===== config.mk =====
export PLATFORM = sky130hd
export DESIGN_NAME = ex_operand_stage_flat
export DESIGN_NICKNAME = d
export VERILOG_FILES = /design/src/rtl/ex_pkg.sv /design/src/rtl/ex_operand_stage_if.sv /design/src/rtl/fwd_lookup.sv /design/src/rtl/ex_operand_stage.sv /design/src/flat_wrapper.sv
export SDC_FILE = /design/constraint.sdc
export NUM_CORES = 1
export LEC_CHECK = 0
export BUFFER_PORTS_ARGS = -buffer_cell sky130_fd_sc_hd__buf_2
export CAP_MARGIN = 25
export CORE_MARGIN = 5
export CORE_UTILIZATION = 50
export DETAILED_ROUTE_END_ITERATION = 6
export GPL_TIMING_DRIVEN = 0
export PLACE_DENSITY = 0.84
export SYNTH_ARGS = -nofsm -noshare
export SYNTH_HDL_FRONTEND = slang
export SYNTH_HIERARCHICAL = 1
export SYNTH_SLANG_ARGS = --single-unit

===== constraint.sdc =====
create_clock -name clk -period 6.7 [get_ports clk]
set_input_delay 0.335 -clock clk [delete_from_list [all_inputs] [get_ports clk]]
set_output_delay 0.335 -clock clk [all_outputs]
set_load 0.05 [all_outputs]

===== src/rtl/ex_pkg.sv =====
// rtl/ex_pkg.sv - shared types, instruction codes and operand-selection helpers for the EX operand stage
//
// Also carries the TYPE_*/FUNC_* instruction codes and their field widths,
// guarded so that any other definition of the same codes is not duplicated.

`ifndef EX_DEFINES_VH
`define EX_DEFINES_VH
`define W_TYPE    3
`define W_FUNC    6
`define TYPE_R    3'd0
`define TYPE_I    3'd1
`define TYPE_U    3'd2
`define TYPE_J    3'd3
`define FUNC_ADD  6'd0
`define FUNC_SLT  6'd1
`define FUNC_SLL  6'd2
`define FUNC_SRL  6'd3
`define FUNC_SRA  6'd4
`define FUNC_OR   6'd5
`define FUNC_SUB  6'd6
`endif

package ex_pkg;

  localparam int EX_DATA_W = 32;
  localparam int REG_W     = 5;

  typedef enum logic [1:0] {
    EMPTY = 2'd0,
    WAIT  = 2'd1,
    VALID = 2'd2
  } state_t;

  typedef struct packed {
    logic                 valid;
    logic                 pending;
    logic [REG_W-1:0]     addr;
    logic [EX_DATA_W-1:0] data;
  } fwd_src_t;

  function automatic logic is_shift(input logic [`W_FUNC-1:0] func);
    return (func == `FUNC_SLL) || (func == `FUNC_SRL) || (func == `FUNC_SRA);
  endfunction

  // I-type arithmetic that reads rs and pairs it with the immediate.
  function automatic logic is_imm_alu(input logic [`W_TYPE-1:0] ityp,
                                      input logic [`W_FUNC-1:0] func);
    return (ityp == `TYPE_I) && ((func == `FUNC_ADD) || (func == `FUNC_SLT));
  endfunction

  // Operand A comes from rt for R-type shifts and for every non-R, non-imm-ALU case.
  function automatic logic a_is_rt(input logic [`W_TYPE-1:0] ityp,
                                   input logic [`W_FUNC-1:0] func);
    if (ityp == `TYPE_R) return is_shift(func);
    return !is_imm_alu(ityp, func);
  endfunction

  function automatic logic need_rs(input logic [`W_TYPE-1:0] ityp,
                                   input logic [`W_FUNC-1:0] func);
    return (ityp == `TYPE_R) || is_imm_alu(ityp, func);
  endfunction

  function automatic logic need_rt(input logic [`W_TYPE-1:0] ityp,
                                   input logic [`W_FUNC-1:0] func);
    return (ityp == `TYPE_R) || a_is_rt(ityp, func);
  endfunction

endpackage


===== src/rtl/ex_operand_stage_if.sv =====
// rtl/ex_operand_stage_if.sv - issue, forwarding and ALU handshake bundle for the EX operand stage
//
// master: issue side / forwarding network / ALU (drives inputs of the stage)
// slave : the operand stage itself
//   flush                      sync drop of the held instruction
//   in_valid/in_ready          issue handshake with ityp, func, imme, rs/rt addr+data
//   fwd_valid/pending/addr/data  NUM_FWD forwarding sources, index 0 youngest
//   out_valid/out_ready        ALU handshake with source_a, source_b, stall_cnt

interface ex_operand_stage_if #(
  parameter int DATA_W  = 32,
  parameter int NUM_FWD = 3,
  parameter int CNT_W   = 4
);
  logic                             flush;
  logic                             in_valid;
  logic                             in_ready;
  logic [`W_TYPE-1:0]               ityp;
  logic [`W_FUNC-1:0]               func;
  logic [DATA_W-1:0]                imme;
  logic [4:0]                       rs_addr;
  logic [4:0]                       rt_addr;
  logic [DATA_W-1:0]                rs_data;
  logic [DATA_W-1:0]                rt_data;
  logic [NUM_FWD-1:0]               fwd_valid;
  logic [NUM_FWD-1:0]               fwd_pending;
  logic [NUM_FWD-1:0][4:0]          fwd_addr;
  logic [NUM_FWD-1:0][DATA_W-1:0]   fwd_data;
  logic                             out_valid;
  logic                             out_ready;
  logic [DATA_W-1:0]                source_a;
  logic [DATA_W-1:0]                source_b;
  logic [CNT_W-1:0]                 stall_cnt;

  modport master (
    output flush, in_valid, ityp, func, imme, rs_addr, rt_addr, rs_data, rt_data,
    output fwd_valid, fwd_pending, fwd_addr, fwd_data, out_ready,
    input  in_ready, out_valid, source_a, source_b, stall_cnt
  );

  modport slave (
    input  flush, in_valid, ityp, func, imme, rs_addr, rt_addr, rs_data, rt_data,
    input  fwd_valid, fwd_pending, fwd_addr, fwd_data, out_ready,
    output in_ready, out_valid, source_a, source_b, stall_cnt
  );
endinterface


===== src/rtl/fwd_lookup.sv =====
// rtl/fwd_lookup.sv - priority match of one register number against the forwarding sources
//
// addr    in   register number to resolve
// src     in   NUM_FWD forwarding sources, index 0 has highest priority
// hit     out  some valid source writes addr (never for addr 0)
// pending out  the winning source has no result yet
// data    out  the winning source's result

module fwd_lookup
  import ex_pkg::*;
#(
  parameter int NUM_FWD = 3
) (
  input  logic [REG_W-1:0]            addr,
  input  fwd_src_t [NUM_FWD-1:0]      src,
  output logic                        hit,
  output logic                        pending,
  output logic [EX_DATA_W-1:0]        data
);

  // Scanning oldest to youngest lets the lowest matching index overwrite the
  // rest, so a pending young source is never bypassed by an older one.
  always_comb begin
    hit     = 1'b0;
    pending = 1'b0;
    data    = '0;
    if (addr != '0) begin
      for (int i = NUM_FWD - 1; i >= 0; i--) begin
        if (src[i].valid && (src[i].addr == addr)) begin
          hit     = 1'b1;
          pending = src[i].pending;
          data    = src[i].data;
        end
      end
    end
  end

endmodule


===== src/rtl/ex_operand_stage.sv =====
// rtl/ex_operand_stage.sv - registered EX operand selector with forwarding and load-use hold
//
// clk     in   clock
// resetn  in   asynchronous active-low reset
// bus     slave modport of ex_operand_stage_if (issue, forwarding, ALU handshake)

module ex_operand_stage
  import ex_pkg::*;
#(
  parameter int DATA_W  = EX_DATA_W,
  parameter int NUM_FWD = 3,
  parameter int CNT_W   = 4
) (
  input  logic               clk,
  input  logic               resetn,
  ex_operand_stage_if.slave  bus
);

  state_t state_q, state_d;

  logic [`W_TYPE-1:0] ityp_q;
  logic [`W_FUNC-1:0] func_q;
  logic [DATA_W-1:0]  imme_q;
  logic [4:0]         rs_addr_q, rt_addr_q;
  logic [DATA_W-1:0]  rs_data_q, rt_data_q;
  logic [DATA_W-1:0]  rs_val_q, rt_val_q;
  logic               rs_ok_q, rt_ok_q;
  logic [CNT_W-1:0]   stall_cnt_q;

  fwd_src_t [NUM_FWD-1:0] fwd;

  logic              in_wait, in_ready, cap;
  logic [4:0]        lk_rs_addr, lk_rt_addr;
  logic [DATA_W-1:0] lk_rs_rf, lk_rt_rf;
  logic              rs_hit, rs_pend, rt_hit, rt_pend;
  logic [DATA_W-1:0] rs_fdata, rt_fdata;
  logic              rs_res_ok, rt_res_ok;
  logic [DATA_W-1:0] rs_res_val, rt_res_val;
  logic              cap_rs_ok, cap_rt_ok, cap_ok, all_ok;

  always_comb begin
    for (int i = 0; i < NUM_FWD; i++) begin
      fwd[i] = '{valid:   bus.fwd_valid[i],
                 pending: bus.fwd_pending[i],
                 addr:    bus.fwd_addr[i],
                 data:    bus.fwd_data[i]};
    end
  end

  // One lookup per operand serves both paths: WAIT re-resolves the captured
  // addresses, every other state resolves the incoming instruction.
  assign in_wait    = (state_q == WAIT);
  assign lk_rs_addr = in_wait ? rs_addr_q : bus.rs_addr;
  assign lk_rt_addr = in_wait ? rt_addr_q : bus.rt_addr;
  assign lk_rs_rf   = in_wait ? rs_data_q : bus.rs_data;
  assign lk_rt_rf   = in_wait ? rt_data_q : bus.rt_data;

  fwd_lookup #(.NUM_FWD(NUM_FWD)) u_rs_lookup (
    .addr    (lk_rs_addr),
    .src     (fwd),
    .hit     (rs_hit),
    .pending (rs_pend),
    .data    (rs_fdata)
  );

  fwd_lookup #(.NUM_FWD(NUM_FWD)) u_rt_lookup (
    .addr    (lk_rt_addr),
    .src     (fwd),
    .hit     (rt_hit),
    .pending (rt_pend),
    .data    (rt_fdata)
  );

  assign rs_res_ok  = !(rs_hit && rs_pend);
  assign rt_res_ok  = !(rt_hit && rt_pend);
  assign rs_res_val = (lk_rs_addr == '0) ? '0 : (rs_hit ? rs_fdata : lk_rs_rf);
  assign rt_res_val = (lk_rt_addr == '0) ? '0 : (rt_hit ? rt_fdata : lk_rt_rf);

  // An operand the instruction does not read is marked resolved at capture.
  assign cap_rs_ok = !need_rs(bus.ityp, bus.func) || rs_res_ok;
  assign cap_rt_ok = !need_rt(bus.ityp, bus.func) || rt_res_ok;
  assign cap_ok    = cap_rs_ok && cap_rt_ok;
  assign all_ok    = (rs_ok_q || rs_res_ok) && (rt_ok_q || rt_res_ok);

  assign in_ready = (state_q == EMPTY) || ((state_q == VALID) && bus.out_ready);
  assign cap      = bus.in_valid && in_ready && !bus.flush;

  always_ff @(posedge clk or negedge resetn) begin
    if (!resetn) begin
      state_q <= EMPTY;
    end else begin
      state_q <= state_d;
    end
  end

  always_comb begin
    state_d = state_q;
    unique case (state_q)
      EMPTY:   if (cap) state_d = cap_ok ? VALID : WAIT;
      WAIT:    if (all_ok) state_d = VALID;
      VALID:   if (bus.out_ready) state_d = cap ? (cap_ok ? VALID : WAIT) : EMPTY;
      default: state_d = EMPTY;
    endcase
    if (bus.flush) state_d = EMPTY;
  end

  always_ff @(posedge clk or negedge resetn) begin
    if (!resetn) begin
      ityp_q      <= '0;
      func_q      <= '0;
      imme_q      <= '0;
      rs_addr_q   <= '0;
      rt_addr_q   <= '0;
      rs_data_q   <= '0;
      rt_data_q   <= '0;
      rs_val_q    <= '0;
      rt_val_q    <= '0;
      rs_ok_q     <= 1'b0;
      rt_ok_q     <= 1'b0;
      stall_cnt_q <= '0;
    end else if (cap) begin
      ityp_q      <= bus.ityp;
      func_q      <= bus.func;
      imme_q      <= bus.imme;
      rs_addr_q   <= bus.rs_addr;
      rt_addr_q   <= bus.rt_addr;
      rs_data_q   <= bus.rs_data;
      rt_data_q   <= bus.rt_data;
      rs_val_q    <= rs_res_val;
      rt_val_q    <= rt_res_val;
      rs_ok_q     <= cap_rs_ok;
      rt_ok_q     <= cap_rt_ok;
      stall_cnt_q <= '0;
    end else if (in_wait && !bus.flush) begin
      // Only still-unresolved operands may latch; resolved ones are frozen.
      if (!rs_ok_q && rs_res_ok) begin
        rs_val_q <= rs_res_val;
        rs_ok_q  <= 1'b1;
      end
      if (!rt_ok_q && rt_res_ok) begin
        rt_val_q <= rt_res_val;
        rt_ok_q  <= 1'b1;
      end
      if (stall_cnt_q != '1) stall_cnt_q <= stall_cnt_q + CNT_W'(1);
    end
  end

  // Operands are a pure mux of captured state, so they stay stable while held.
  always_comb begin
    bus.source_a = rs_val_q;
    bus.source_b = rt_val_q;
    if (ityp_q == `TYPE_R) begin
      if (is_shift(func_q)) begin
        bus.source_a = rt_val_q;
        bus.source_b = rs_val_q;
      end
    end else begin
      bus.source_a = a_is_rt(ityp_q, func_q) ? rt_val_q : rs_val_q;
      bus.source_b = imme_q;
    end
  end

  assign bus.in_ready  = in_ready;
  assign bus.out_valid = (state_q == VALID);
  assign bus.stall_cnt = stall_cnt_q;

endmodule


===== src/flat_wrapper.sv =====
// flat-port wrapper written by rule: the top's interface ports become plain ports
module ex_operand_stage_flat import ex_pkg::*;
#(
  parameter int DATA_W  = EX_DATA_W,
  parameter int NUM_FWD = 3,
  parameter int CNT_W   = 4
)
  (clk, resetn, bus_flush, bus_in_valid, bus_ityp, bus_func, bus_imme, bus_rs_addr, bus_rt_addr, bus_rs_data, bus_rt_data, bus_fwd_valid, bus_fwd_pending, bus_fwd_addr, bus_fwd_data, bus_out_ready, bus_in_ready, bus_out_valid, bus_source_a, bus_source_b, bus_stall_cnt);
  ex_operand_stage_if #(.DATA_W(DATA_W), .NUM_FWD(NUM_FWD), .CNT_W(CNT_W)) bus_i ();
  input  logic clk;
  input  logic resetn;
  input wire logic [$bits(bus_i.flush)-1:0] bus_flush;
  input wire logic [$bits(bus_i.in_valid)-1:0] bus_in_valid;
  input wire logic [$bits(bus_i.ityp)-1:0] bus_ityp;
  input wire logic [$bits(bus_i.func)-1:0] bus_func;
  input wire logic [$bits(bus_i.imme)-1:0] bus_imme;
  input wire logic [$bits(bus_i.rs_addr)-1:0] bus_rs_addr;
  input wire logic [$bits(bus_i.rt_addr)-1:0] bus_rt_addr;
  input wire logic [$bits(bus_i.rs_data)-1:0] bus_rs_data;
  input wire logic [$bits(bus_i.rt_data)-1:0] bus_rt_data;
  input wire logic [$bits(bus_i.fwd_valid)-1:0] bus_fwd_valid;
  input wire logic [$bits(bus_i.fwd_pending)-1:0] bus_fwd_pending;
  input wire logic [$bits(bus_i.fwd_addr)-1:0] bus_fwd_addr;
  input wire logic [$bits(bus_i.fwd_data)-1:0] bus_fwd_data;
  input wire logic [$bits(bus_i.out_ready)-1:0] bus_out_ready;
  output wire logic [$bits(bus_i.in_ready)-1:0] bus_in_ready;
  output wire logic [$bits(bus_i.out_valid)-1:0] bus_out_valid;
  output wire logic [$bits(bus_i.source_a)-1:0] bus_source_a;
  output wire logic [$bits(bus_i.source_b)-1:0] bus_source_b;
  output wire logic [$bits(bus_i.stall_cnt)-1:0] bus_stall_cnt;
  assign bus_i.flush = bus_flush;
  assign bus_i.in_valid = bus_in_valid;
  assign bus_i.ityp = bus_ityp;
  assign bus_i.func = bus_func;
  assign bus_i.imme = bus_imme;
  assign bus_i.rs_addr = bus_rs_addr;
  assign bus_i.rt_addr = bus_rt_addr;
  assign bus_i.rs_data = bus_rs_data;
  assign bus_i.rt_data = bus_rt_data;
  assign bus_i.fwd_valid = bus_fwd_valid;
  assign bus_i.fwd_pending = bus_fwd_pending;
  assign bus_i.fwd_addr = bus_fwd_addr;
  assign bus_i.fwd_data = bus_fwd_data;
  assign bus_i.out_ready = bus_out_ready;
  assign bus_in_ready = bus_i.in_ready;
  assign bus_out_valid = bus_i.out_valid;
  assign bus_source_a = bus_i.source_a;
  assign bus_source_b = bus_i.source_b;
  assign bus_stall_cnt = bus_i.stall_cnt;
  ex_operand_stage #(.DATA_W(DATA_W), .NUM_FWD(NUM_FWD), .CNT_W(CNT_W)) u_core (.clk(clk), .resetn(resetn), .bus(bus_i));
endmodule

# After elaboration in Yosys (flattened, before gate mapping)
# Cells that the tools add are included.
# classes
n_addsub	1
eq_ne	22
n_mux	65
reduce_logical	57
# ops
cell	n
2-to-1 mux 32 bit	25
== test 5 bit	6
2-to-1 mux 1 bit	28
== test 6 x 2 -> 1 bit (second input constant)	4
logical AND 1 bit	18
logical OR 1 bit	13
== test 6 x 1 -> 1 bit (second input constant)	2
== test 6 x 3 -> 1 bit (second input constant)	2
logical NOT 6 bit	2
2-to-1 mux 2 bit	6
2-to-1 mux 4 bit	3
logical NOT 5 bit	2
2-to-1 mux 5 bit	2
nonzero test 5 bit	2
logical NOT 1 bit	9
nonzero test 2 bit	4
== test 3 x 1 -> 1 bit (second input constant)	2
logical NOT 3 bit	2
inequality test 3 bit (second input constant)	2
one-hot mux 2 bit (3 select lines)	1
AND reduction 2 bit	3
adder 4 x 1 -> 4 bit (second input constant)	1
inequality test 4 bit (second input constant)	1
inequality test 3 x 2 -> 1 bit (second input constant)	1
4 further kinds	4
# word_totals
regBits	187
inputBits	237
output_inout_bits	70
elab_cells	158

# Logic depth before layout (Yosys ltp)
# depth
depth_word	17
mapped_depth	19
mapped_depth_nobuf	11

# Cells and area by module
# Netlist, hierarchy kept.
# modules_own_cells
module	n_inst	cells_each	area_per_inst_um2
ex_operand_stage	1	831	9690.5
fwd_lookup	2	147	1139.8

# Least setup slack after synthesis
# No wires, ideal clock.
# synth_path
kind	flip-flop to flip-flop
startpoint	reg u_core.state_q[0]
endpoint	reg u_core.rs_val_q[10]
setup_time_ps	123
arrival_ps	3734
required_ps	6577
setup_slack_ps	2842
stages_incl_launch_ff	20
n_path_buf	8
synth_period_minus_slack_ps	3858
path_cell_list	dfrtp_1 > nor2b_1 > buf_2 > buf_4 > buf_4 > buf_2 > mux2_2 > xor2_1 > nor2_1 > and2_4 > buf_6 > buf_8 > nor2_1 > a21oi_1 > clkbuf_1 > a21oi_1 > a32oi_2 > a221o_1 > buf_2 > o21ai_1
# synth_between
elab_chain_cells	13
# synth_rtl
item	line_no	rtl
start: declaration	ex_operand_stage.sv:19	state_t state_q, state_d;
start signal: assignment	ex_operand_stage.sv:92	state_q <= state_d;
== test 2 x 1 -> 1 bit (*)	ex_operand_stage.sv:52	assign in_wait = (state_q == WAIT);
2-to-1 mux 5 bit (*)	ex_operand_stage.sv:53	assign lk_rs_addr = in_wait ? rs_addr_q : bus.rs_addr;
net u_core.lk_rs_addr[4]	ex_operand_stage.sv:33	logic [4:0] lk_rs_addr, lk_rt_addr;
== test 5 bit	fwd_lookup.sv:29	if (src[i].valid && (src[i].addr == addr)) begin
logical AND 1 bit	fwd_lookup.sv:29	
2-to-1 mux 1 bit (3 in a row)	fwd_lookup.sv:29	
2-to-1 mux 1 bit (*)	fwd_lookup.sv:27	if (addr != '0) begin
net u_core.rs_hit	ex_operand_stage.sv:35	logic rs_hit, rs_pend, rt_hit, rt_pend;
2-to-1 mux 32 bit / logical AND 1 bit (equally long branches)	ex_operand_stage.sv:76, ex_operand_stage.sv:74	
2-to-1 mux 32 bit / logical NOT 1 bit (equally long branches)	ex_operand_stage.sv:76, ex_operand_stage.sv:74	
2-to-1 mux 32 bit / logical AND 1 bit (equally long branches)	ex_operand_stage.sv:136	if (!rs_ok_q && rs_res_ok) begin
2-to-1 mux 32 bit / nonzero test 2 bit (equally long branches)	--	
2-to-1 mux 32 bit / AND reduction 2 bit (equally long branches)	--	
end signal: assignment	ex_operand_stage.sv:129	rs_val_q <= rs_res_val;
end signal: assignment	ex_operand_stage.sv:137	rs_val_q <= rs_res_val;
end: declaration	ex_operand_stage.sv:26	logic [DATA_W-1:0] rs_val_q, rt_val_q;
# The timed path passes the listed nets; every way through them passes the cells marked *. The select of a mux whose other input is x is not followed.
# A chain may end at the register's enable or synchronous reset.

# Final worst setup path
# layout_path
startpoint	reg u_core.state_q[0]
endpoint	reg u_core.rs_val_q[18]
# Same word-level chain as after synthesis.

==> reports/metrics.csv <==
metric,value,unit
outcome,"complete, no violations",
viasPerCell,6.02,
report.final.slew_viol_count,0,
drive_above_1_share,0.421,
clock-sinks,187,
drtIter0Drc,803,
die_h,165,um
tns,0,ns
timing.rr.end,u_core/rs_val_q[18],
tightest_slew,0.989,ns
num_vias,10753,
syn_nets,1363,
synthArstFlopShare,1.00,
hold_viol_final,0,
critPathLaunchType,register,
critPathCaptureType,register,
post_cts.repair.setup_buffers,0,
crit_path_frequent_cell,buf_2,
power.total,3.64,mW
grt_pass1_vias,11292,
fill_cells,2013,
r2r_setup_slack,0.91,ns
antenna_found_initial,12,
htreeDepth,4,
synth-seq-area-share,0.391,
grt_use_total,0.299,
cts_root_buf,clkbuf_16,
peakVddDrop,0.000142,V
area_delta_synth_final,21.3,%
ios,307,
drt_first_pass_iters,6,
holdPathStages,2,
worst_path_max_delay_cell,a32oi_2,
critPathMaxFanout,10,
hold_class,input pin to register,
ys.flop_type,dfrtp_1,
wire_per_inst,23.1,um
cts_buffer_depth,2,
hold_path_end,u_core/func_q[0],
drc,0,
hold_ws,0.111,ns
syn_avg_cell_area,10.6,sq um
critPathTopFamily,buffers and inverters,
max_freq,173,MHz
p_leak,6.48,nW
path_clk_slew,0.08,ns
maxCapViolations,0,
cts_hold_buf,1,
path_cells,nor2b_1 > buf_2 > buf_4 > buf_4 > buf_2 > mux2_2 > xor2_1 > nor4_1 > nand3_1 > clkbuf_1 > a21oi_1 > clkbuf_1 > a21oi_1 > a32oi_2 > a221o_1 > buf_2 > o21ai_1,
netlist.area_leader.share,0.391,
antenna_left,0,
tritoncts,built,
die-area,27100,sq um
initial_core_util,0.508,
yosys.area.top_type,dfrtp_1,
grt_max_degree,96,
dp_hpwl,30700,um
synth_warnings,6,
slowest_delay,0.47,ns
min_period_over_period,0.865,
synth_edf_count,0,
report.final.setup_viol,0,
overflow,0,
numCtsBuffers,17,
num_rows,56,
worstSetupPathType,register to register,
nets,1690,
grt_pass1_wl,61800,um
pwr_density_cell,250,nW/um^2
r2r_start,u_core/state_q[0],
synth.distinct_cells,50,
clock_latency,0.43,ns
path_buf_inv,7,
core,23500,sq um
wirelength,41200,um
post_cts_resized,0,
io_buffers,306,
max_slew_margin,0.340,
grt_setup_unrepaired,false,
worst_ep_required_time,6.99,ns
synthCells,1125,
gp_congestion,0.909,
ff2ff_path_depth,17,
period_minus_slack,5.79,ns
synth_seq_cells,187,
syn_area,12000,sq um
fin_worst_skew,0.0154,ns
worstPathArrival,6.09,ns
yosys-top-cells-area,"dfrtp_1, mux2_2, mux2i_1, a221oi_2, o21ai_0",
hp-start,bus_func[0],
die_w,165,um
==> power by group <==
part	switching (mW)	internal (mW)
Combinational	0.785	0.423
Sequential	0.122	1.31
Clock	0.493	0.503
Total	1.40	2.23
==> metrics by stage <==
stage                     utilization  cell area (sq um)  worst slack [ns]  cells
after floorplan                     -              12000              2.84   1125
after global placement          0.590              13900              1.04   1750
after detailed placement        0.592              13900             0.981   1751
after CTS                       0.617              14500             0.948   1783
after global routing            0.617              14500             0.599   1787
final                           0.617              14500             0.907   1787
==> per-layer routing <==
metal	GRT usage	vias up	wire length, um
met3	0.0749	127	3410
met5	0	-	97
met1	0.368	5266	16200
met4	0.117	16	1460
met2	0.504	544	20000
li1	-	4800	-
==> area by class of cell <==
class | count | area (sq um) | share of cell area
antenna | 4 | 10.0 | 0.000689
multi-input combinational | 841 | 6690 | 0.460
timing repair buffer | 308 | 1580 | 0.109
buffer | 93 | 588 | 0.0405
inverter | 4 | 15.0 | 0.00103
clock buffer | 18 | 439 | 0.0302
clock inverter | 13 | 128 | 0.00879
sequential | 187 | 4680 | 0.322
tap | 319 | 399 | 0.0275
==> sequential cells by signal, indices dropped and copies added, names as in the netlist <==
register              count
u_core/rs_ok_q            1
u_core/rs_val_q          32
u_core/func_q             6
u_core/rs_addr_q          5
u_core/ityp_q             3
u_core/state_q            2
u_core/rt_data_q         32
u_core/rt_ok_q            1
u_core/imme_q            32
u_core/rt_addr_q          5
u_core/rt_val_q          32
u_core/rs_data_q         32
u_core/bus.stall_cnt      4
==> Yosys cell counts (all sizes together), types with 5 or more instances <==
cell type	instances
nor3	10
mux2	188
mux2i	97
buf	57
nand3	7
a22o	32
xnor2	18
a221oi	66
nor2	111
xor2	14
dfrtp	187
o21ai	135
nor2b	5
clkbuf	36
nand2	79
a21oi	40
==> cell usage in the layout (no fill, tap or decap), drive strengths merged, types with 7 or more instances in the layout <==
| master | n |
|---|---|
| buf | 364 |
| mux2 | 188 |
| dfrtp | 187 |
| o21ai | 135 |
| nor2 | 111 |
| mux2i | 97 |
| nand2 | 79 |
| a221oi | 66 |
| clkbuf | 54 |
| a21oi | 40 |
| a22o | 32 |
| xnor2 | 18 |
| xor2 | 14 |
| inv | 12 |
| nor3 | 10 |
| nand3 | 7 |
==> logic make-up after synthesis <==
group	after synthesis	synth area share
xor+xnor	32	0.0234
simple gates	234	0.0832
mux	285	0.258
fa+ha+maj	1	0.00105
flops	187	0.391
buf+inv	97	0.0504
compound gates	289	0.193
==> how the worst max path moves through the flow <==
stage,startpoint,to,slack [ns],depth (start not counted)
after floorplan,u_core/state_q[0],u_core/rs_val_q[10],2.84,19
after global placement,u_core/state_q[0],u_core/rs_val_q[20],1.04,17
after detailed placement,u_core/state_q[0],u_core/rs_val_q[18],0.98,17
after CTS,u_core/state_q[0],u_core/rs_val_q[18],0.95,17
after global routing,u_core/state_q[0],u_core/rs_val_q[15],0.60,17
final,u_core/state_q[0],u_core/rs_val_q[18],0.91,17
No activity file was read; power rests on OpenSTA's default activity.
